[config.mk]
export PLATFORM = sky130hd
export DESIGN_NAME = mem_bus_arbiter
export DESIGN_NICKNAME = d
export VERILOG_FILES = /design/src/rtl/mem_bus_arbiter.sv
export SDC_FILE = /design/constraint.sdc
export NUM_CORES = 1
export LEC_CHECK = 0
export BUFFER_PORTS_ARGS = -buffer_cell sky130_fd_sc_hd__buf_2
export CORE_AREA = 2 2 141 143
export CTS_BUF_LIST = sky130_fd_sc_hd__clkbuf_4
export CTS_CLUSTER_SIZE = 28
export DETAILED_ROUTE_END_ITERATION = 10
export DIE_AREA = 0 0 143 145
export MAX_ROUTING_LAYER = met4
export PLACE_DENSITY = 0.67
export SYNTH_ARGS = -nofsm -noshare
export SYNTH_HDL_FRONTEND = slang
export SYNTH_SLANG_ARGS = --single-unit
[constraint.sdc]
create_clock -name clk -period 2.1 [get_ports clk]
set_clock_uncertainty 0.2 [all_clocks]
set_input_delay 0.315 -clock clk [delete_from_list [all_inputs] [get_ports clk]]
set_output_delay 0.315 -clock clk [all_outputs]
set_load 0.02 [all_outputs]
[src/rtl/mem_bus_arbiter.sv]
// Memory bus arbiter: shares one memory port between fetch and load/store,
// routes MMIO accesses to the IO block, and handles ack timeouts and stall.
module mem_bus_arbiter #(
  parameter logic [31:0] IO_BASE  = 32'hFFFF_FFF0,
  parameter int          TIMEOUT  = 16,
  parameter logic [31:0] ERR_DATA = 32'hDEAD_BEEF
) (
  input  logic        clk,
  input  logic        rst,
  input  logic        fetch_req,
  input  logic [31:0] fetch_addr,
  output logic        fetch_ack,
  output logic [31:0] fetch_instr,
  input  logic        d_read,
  input  logic        d_write,
  input  logic [31:0] d_addr,
  input  logic [31:0] d_wdata,
  output logic        d_ack,
  output logic [31:0] d_rdata,
  output logic        d_err,
  output logic        mem_read,
  output logic        mem_write,
  output logic [31:0] mem_addr,
  output logic [31:0] mem_wdata,
  input  logic [31:0] mem_rdata,
  input  logic        mem_ack,
  output logic        io_read,
  output logic        io_write,
  output logic [31:0] io_addr,
  output logic [31:0] io_wdata,
  input  logic [31:0] io_rdata,
  output logic        cpu_stall
);

  localparam int CW = (TIMEOUT > 2) ? $clog2(TIMEOUT) : 1;
  localparam logic [CW-1:0] CNT_LAST = CW'(TIMEOUT - 1);

  typedef enum logic [2:0] {
    IDLE,
    MEM_D,
    MEM_F,
    IO_ACC,
    DONE
  } state_e;

  state_e        state_q, state_d;
  logic          last_f_q, last_f_d;
  logic          own_f_q, own_f_d;
  logic [CW-1:0] cnt_q, cnt_d;
  logic [31:0]   addr_q, addr_d;
  logic [31:0]   wdata_q, wdata_d;
  logic          wr_q, wr_d;
  logic          err_q, err_d;
  logic [31:0]   rdata_q, rdata_d;
  logic [31:0]   instr_q, instr_d;

  logic d_req;
  logic mmio;
  logic in_mem;

  assign d_req  = d_read | d_write;
  assign mmio   = (d_addr >= IO_BASE);
  assign in_mem = (state_q == MEM_D) || (state_q == MEM_F);

  // Next-state, grant and capture logic for one bus transaction
  always_comb begin
    state_d  = state_q;
    last_f_d = last_f_q;
    own_f_d  = own_f_q;
    cnt_d    = cnt_q;
    addr_d   = addr_q;
    wdata_d  = wdata_q;
    wr_d     = wr_q;
    err_d    = err_q;
    rdata_d  = rdata_q;
    instr_d  = instr_q;
    unique case (state_q)
      IDLE: begin
        cnt_d = '0;
        err_d = 1'b0;
        if (d_req && mmio) begin
          state_d = IO_ACC;
          own_f_d = 1'b0;
          addr_d  = d_addr;
          wdata_d = d_wdata;
          wr_d    = d_write;
        end else if (d_req && (!fetch_req || last_f_q)) begin
          state_d = MEM_D;
          own_f_d = 1'b0;
          addr_d  = d_addr;
          wdata_d = d_wdata;
          wr_d    = d_write;
        end else if (fetch_req) begin
          state_d = MEM_F;
          own_f_d = 1'b1;
          addr_d  = fetch_addr;
          wdata_d = '0;
          wr_d    = 1'b0;
        end
      end
      MEM_D, MEM_F: begin
        if (mem_ack) begin
          state_d = DONE;
          if (own_f_q) instr_d = mem_rdata;
          else if (!wr_q) rdata_d = mem_rdata;
        end else if (cnt_q == CNT_LAST) begin
          state_d = DONE;
          err_d   = 1'b1;
          if (own_f_q) instr_d = ERR_DATA;
          else if (!wr_q) rdata_d = ERR_DATA;
        end else begin
          cnt_d = cnt_q + CW'(1);
        end
      end
      IO_ACC: begin
        state_d = DONE;
        if (!wr_q) rdata_d = io_rdata;
      end
      DONE: begin
        state_d  = IDLE;
        last_f_d = own_f_q;
        cnt_d    = '0;
      end
      default: state_d = IDLE;
    endcase
  end

  // State and captured-transaction registers
  always_ff @(posedge clk or negedge rst) begin
    if (!rst) begin
      state_q  <= IDLE;
      last_f_q <= 1'b0;
      own_f_q  <= 1'b0;
      cnt_q    <= '0;
      addr_q   <= '0;
      wdata_q  <= '0;
      wr_q     <= 1'b0;
      err_q    <= 1'b0;
      rdata_q  <= '0;
      instr_q  <= '0;
    end else begin
      state_q  <= state_d;
      last_f_q <= last_f_d;
      own_f_q  <= own_f_d;
      cnt_q    <= cnt_d;
      addr_q   <= addr_d;
      wdata_q  <= wdata_d;
      wr_q     <= wr_d;
      err_q    <= err_d;
      rdata_q  <= rdata_d;
      instr_q  <= instr_d;
    end
  end

  assign mem_read    = in_mem & ~wr_q;
  assign mem_write   = (state_q == MEM_D) & wr_q;
  assign mem_addr    = addr_q;
  assign mem_wdata   = wdata_q;
  assign io_read     = (state_q == IO_ACC) & ~wr_q;
  assign io_write    = (state_q == IO_ACC) & wr_q;
  assign io_addr     = addr_q;
  assign io_wdata    = wdata_q;
  assign fetch_ack   = (state_q == DONE) & own_f_q;
  assign d_ack       = (state_q == DONE) & ~own_f_q;
  assign d_err       = (state_q == DONE) & err_q;
  assign d_rdata     = rdata_q;
  assign fetch_instr = instr_q;
  // Reset forces stall low so the core is not frozen while held in reset
  assign cpu_stall   = rst & (fetch_req | d_req) & ~(fetch_ack | d_ack);

endmodule

# Yosys cells after proc, flatten, opt, wreduce, memory -nomap -nowiden
# Cells that the tools add are included.
word_totals:
  register_bits: 139
  latch_bits: 0
  ram_bits: 0
  mem_bits_ro: 0
  input_bits: 166
  output_inout_bits: 200
  word_cells: 95
  memories: 0
op_classes:
  add_sub_neg: 1
  mul: 0
  div_mod_pow: 0
  n_lt_le_gt_ge: 1
  eq_ne: 13
  shifts: 0
  mux: 36
  bitwise: 15
  reduce_logical: 19
ops:
  columns: ["operator", "count"]
  rows:
  - ["$mux W32", 17]
  - ["$pmux W32 S2", 1]
  - ["$ge A32 B32 Y1 const B", 1]
  - ["$mux W3", 5]
  - ["$ne A2 B2 Y1 const B", 6]
  - ["$and A1 B1 Y1", 9]
  - ["$pmux W3 S3", 1]
  - ["$reduce_and A3 Y1", 3]
  - ["$mux W1", 8]
  - ["$mux W4", 2]
  - ["$pmux W4 S2", 1]
  - ["$reduce_bool A2 Y1", 4]
  - ["$eq A3 B2 Y1 const B", 2]
  - ["$reduce_and A5 Y1", 1]
  - ["$add A4 B1 Y4 const B", 1]
  - ["$eq A4 B4 Y1 const B", 1]
  - ["$ne A4 B4 Y1 const B", 1]
  - ["$reduce_and A2 Y1", 2]
  - ["$reduce_or A2 Y1", 2]
  - ["$eq A3 B1 Y1 const B", 1]
  - ["$eq A3 B3 Y1 const B", 1]
  - ["$logic_not A3 Y1", 1]
  - ["$ne A3 B3 Y1 const B", 1]
  - ["$not A1 Y1", 3]
  - ["6 further kinds", 10]

# Depth between registers and ports, before layout
depth:
  ltp_word: 6
  ltp_mapped: 8
  depth_no_buf: 6

# Worst setup path after synthesis
# OpenSTA, ideal clock, no wires.
synth_path:
  kind: "register to register"
  start: "register cnt_q[0]"
  end: "register rdata_q[22], in the netlist d_rdata[22]"
  setup_ns: 0.125
  arrival_ns: 1.807
  required_time_ns: 1.775
  path_slack_ns: -0.031
  path_stages_with_launch: 8
  n_path_buf: 1
  period_less_slack_ns: 2.131
  cell_sequence: "dfrtp_1 > ha_1 > a31o_2 > and2b_4 > nor2_1 > nor4_4 > buf_6 > mux2_2"
synth_between:
  elab_chain_len: 3
synth_lines:
  columns: ["item", "line_no", "rtl"]
  rows:
  - ["start: declaration", "49", "logic [CW-1:0] cnt_q, cnt_d;"]
  - ["start signal: assignment", "145", "cnt_q <= cnt_d;"]
  - ["$eq A4 B4 Y1", "106", "end else if (cnt_q == CNT_LAST) begin"]
  - ["$ne A3 B3 Y1 (no line)", null, null]
  - ["$reduce_and A5 Y1 (no line)", null, null]
  - ["end signal: assignment", "150", "rdata_q <= rdata_d;"]
  - ["end: declaration", "54", "logic [31:0] rdata_q, rdata_d;"]
# Every way passes these cells.
# A chain may end at the register's enable or synchronous reset.

# Final worst setup path
layout_path:
  start: "register state_q[1]"
  end: "output port mem_read"
layout_between:
  elab_chain_len: 3
  word_cells_on_any_way: 4
  cone_classes: "2 x eq/ne; 1 x bitwise; 1 x reduce/logical"
layout_lines:
  columns: ["item", "line_no", "rtl"]
  rows:
  - ["start: declaration", "46", "state_e state_q, state_d;"]
  - ["start signal: assignment", "142", "state_q <= state_d;"]
  - ["$eq A3 B1 Y1 or $eq A3 B2 Y1 (tied branches)", "63", "assign in_mem = (state_q == MEM_D) || (state_q == MEM_F);"]
  - ["$logic_or A1 B1 Y1 (*)", "63", null]
  - ["$and A1 B1 Y1 (*)", "155", "assign mem_read = in_mem & ~wr_q;"]
  - ["end: declaration", "21", "output logic mem_read,"]
# Every way passes the cells marked *; elsewhere a longest branch is shown, timed or not.

==> impl_metrics.py <==
metrics = {
    "timing": {
        "max_freq_mhz": 467,
        "maxSlewViolCount": 0,
        "slew_headroom_pct": 50.8,
        "setup-violations-final": 22,
        "period_share_pct": 102,
        "worstMarginPinSlew_ps": 739,
        "setup_tns_ps": -428,
        "fin_crit_ps": 2140,
        "hold_violations": 0,
        "setup_slack_ps": -40.2,
        "rsz0062_at_grt": "true",
    },
    "worst_setup_path": {
        "crit_chain": "buf_6 -> xnor2_4 -> nor3_2 -> buf_4",
        "worstRegToRegCells": 8,
        "cp-startpoint": "state_q[1]$_DFFE_PN0P_",
        "critPathKind": "reg2out",
        "cp_data_required_time_ps": 1580,
        "cp_top_family": "flip-flops",
        "path_max_fanout": 5,
        "crit_path_end_kind": "output pin",
        "slowest_delay_ps": 450,
        "critPathArrivalTime_ps": 1630,
        "crit_cells": 4,
        "r2r_slack_ps": -30,
        "crit_slowest_cell": "dfrtp_2",
        "regToRegStartpoint": "cnt_q[1]$_DFFE_PN0P_",
        "path_buf_inv": 2,
        "rr_endpoint": "d_rdata[26]$_DFFE_PN0P_",
        "crit_path_end": "mem_read",
        "cp-start-kind": "flip-flop",
    },
    "finish": {
        "fin_cells": 1366,
        "syn2layout_area_growth_pct": 62.7,
        "multiInputGateArea_um2": 2680,
        "fillCellCount": 1635,
        "final_area_um2": 10800,
        "drive_above_1_share_pct": 45.3,
        "final_net_count": 1254,
        "regArea_um2": 3480,
    },
    "global_route": {
        "grt_max_degree": 140,
        "grt_pass1_vias": 6804,
        "grt.overflow.total": 0,
        "track_usage_pct": 23.5,
        "grt_pass1_wl_mm": 36.9,
        "antenna_found_initial": 1,
    },
    "power_and_ir_drop": {
        "pwr-share-seq_pct": 30.3,
        "sw_frac_of_total_pct": 46.5,
        "p_switching_mw": 7.37,
        "peakVddDrop_mv": 0.961,
        "p_int_mw": 8.47,
        "p_leak_nw": 5.31,
        "p_comb_share_pct": 59.6,
        "power.density_nw_per_um2": 1470,
        "p_clk_share_pct": 10.1,
    },
    "yosys": {
        "ys_seq_elements": 139,
        "yosysWarnings": 0,
        "yosys-top-cells-area": "dfrtp_1, buf_4, a22o_1",
        "yosysTopAreaCell": "dfrtp_1",
        "yosysMostFrequentCell": "dfrtp_1",
        "syn_area_um2": 6620,
        "synthFlopType": "dfrtp_1",
        "synth-edff-count": 0,
        "seq_area_frac_synth_pct": 52.6,
        "synth_top_area_share_pct": 52.6,
        "syn_inst": 604,
        "synth_nets": 771,
        "async_flop_share_pct": 100,
        "yosysUniqueCellTypes": 37,
        "avgSynthCellArea_um2": 11.0,
        "ys_top_cells_by_count": "dfrtp_1, buf_4, o21ai_0",
    },
    "floorplan": {
        "std_cell_rows": 51,
        "die_w_um": 143,
        "die_area_um2": 20700,
        "chipHeight_um": 145,
        "core_area_um2": 19200,
        "start_util_pct": 34.4,
        "ios": 366,
    },
    "placed_design": {
        "dp_cells": 1155,
        "dpl_cell_area_um2": 8410,
        "port_buffers": 365,
        "dpl.hpwl_mm": 15.4,
        "gp_congestion": 0.842,
    },
    "routing": {
        "vias_per_cell": 4.93,
        "drt_iter0_drc": 412,
        "ant_nets": 0,
        "wl_per_cell_um": 18.4,
        "dr.pass1.iters": 5,
        "via_count": 6735,
        "wl_mm": 25.1,
        "drc": 0,
    },
    "clock_tree": {
        "htreeDepth": 4,
        "numClockSinks": 139,
        "clk_latency_ps": 530,
        "clk_path_buf_depth": 2,
        "clockRootBuffer": "clkbuf_4",
        "cts_buffers": 17,
        "tritoncts": "done",
        "clkTransAtPathRegs_ps": 110,
    },
    "hold_path": {
        "hp-class": "in2reg",
    },
    "run": {
        "cap_violations": 0,
    },
    "outcome": {
        "violations": "negative setup slack",
        "outcome": "finished, violations left",
    },
}
-- cell usage in the layout (no fill, tap or decap), drive strengths merged, types with 3 or more instances in the layout --
| cell type | netlist | final |
|---|---|---|
| nor4 | 3 | 3 |
| nand3 | 34 | 34 |
| o22a | 24 | 24 |
| nand2 | 47 | 47 |
| nand4 | 8 | 8 |
| and2 | 3 | 3 |
| nor2 | 13 | 13 |
| a22o | 41 | 41 |
| nor2b | 25 | 25 |
| mux2i | 32 | 32 |
| mux2 | 32 | 32 |
| clkbuf | 22 | 22 |
| and3 | 6 | 6 |
| dfrtp | 139 | 139 |
| clkinv | 0 | 10 |
| o21ai | 67 | 67 |
| nor3 | 5 | 5 |
| buf | 86 | 407 |
| dlygate4sd3 | 0 | 162 |
-- logic make-up after synthesis --
group | synth area share (%)
adder cells (fa/ha/maj) | 0.189
XOR/XNOR | 0.530
AO/OA/AOI/OAI | 14.8
buffers and inverters | 10.6
AND/OR/NAND/NOR | 11.0
multiplexers | 10.3
flip-flops | 52.6
-- state kept, by name, summed over array words and instances, names as in the netlist --
| register | flops |
|---|---|
| err_q | 1 |
| last_f_q | 1 |
| cnt_q | 4 |
| fetch_instr | 32 |
| own_f_q | 1 |
| d_rdata | 32 |
| io_wdata | 32 |
| wr_q | 1 |
| state_q | 3 |
| io_addr | 32 |
-- per-stage QoR --
| stage | worst slack [ps] | hold slack, ps | utilization [%] | power [mW] |
|---|---|---|---|---|
| after detailed placement | -40.2 | 273 | 43.8 | 13.0 |
| after CTS | -53.2 | 3.63 | 54.3 | 15.1 |
| final | -40.2 | 62.9 | 56.0 | 15.8 |
| after global placement | 19.5 | 265 | 43.8 | 12.9 |
| after floorplan | -19.4 | -181 | - | 10.5 |
| after global routing | -156 | 44.6 | 56.0 | 16.7 |
-- worst min-delay path: cells and delay by family --
family	cells	cell delay [ps]
compound gates	2	190
buf+inv	2	240
-- timing repair --
item | CTS | global route
hold endpoints to repair | 268 | 0
setup buffers | 7 | 5
pin swaps | 3 | 4
cloned | 0 | 4
resized for setup | 26 | 56
endpoints found under the setup margin | 40 | 72
hold buffers | 162 | 0
-- final cells by class --
type,instances,share of cell area [%]
diodes,2,0.0465
clock buffers,19,1.33
clock inverters,12,0.942
inverters,1,0.0349
multi-input cells,356,24.9
flip-flops and latches,139,32.3
well taps,265,3.08
repair buffers,572,37.4
-- worst min-delay path by stage --
| stage | from | endpoint | slack (ps) | cells past startpoint |
|---|---|---|---|---|
| 5_1_grt | mem_ack | state_q[1]$_DFFE_PN0P_ | 40 | 4 |
| 2_1_floorplan | rst | cnt_q[0]$_DFFE_PN0P_ | -180 | 0 |
| 3_3_place_gp | fetch_instr[12]$_DFFE_PN0P_ | fetch_instr[12]$_DFFE_PN0P_ | 260 | 1 |
| 3_5_place_dp | fetch_instr[6]$_DFFE_PN0P_ | fetch_instr[6]$_DFFE_PN0P_ | 270 | 1 |
| 4_1_cts | mem_ack | state_q[1]$_DFFE_PN0P_ | 4 | 4 |
| 6_report | mem_ack | state_q[1]$_DFFE_PN0P_ | 60 | 4 |
-- metal layers --
metal / global-route usage (%) / up-vias / share of wire (%)
met1: 27.2 / 3253 / 39
met3: 5.81 / 58 / 7.4
met5: - / - / 0
met2: 38.9 / 370 / 50
met4: 9.50 / 0 / 3.4
li1: - / 3054 / -
-- power groups by stage --
stage	logic, mW	registers, mW	clock network [mW]
after CTS	8.69	4.75	1.67
final	9.44	4.80	1.60
after global placement	8.08	4.81	0
after floorplan	4.47	6.07	0
after global routing	10.0	4.94	1.78
after detailed placement	8.21	4.82	0
(Power assumes the default switching activity.)
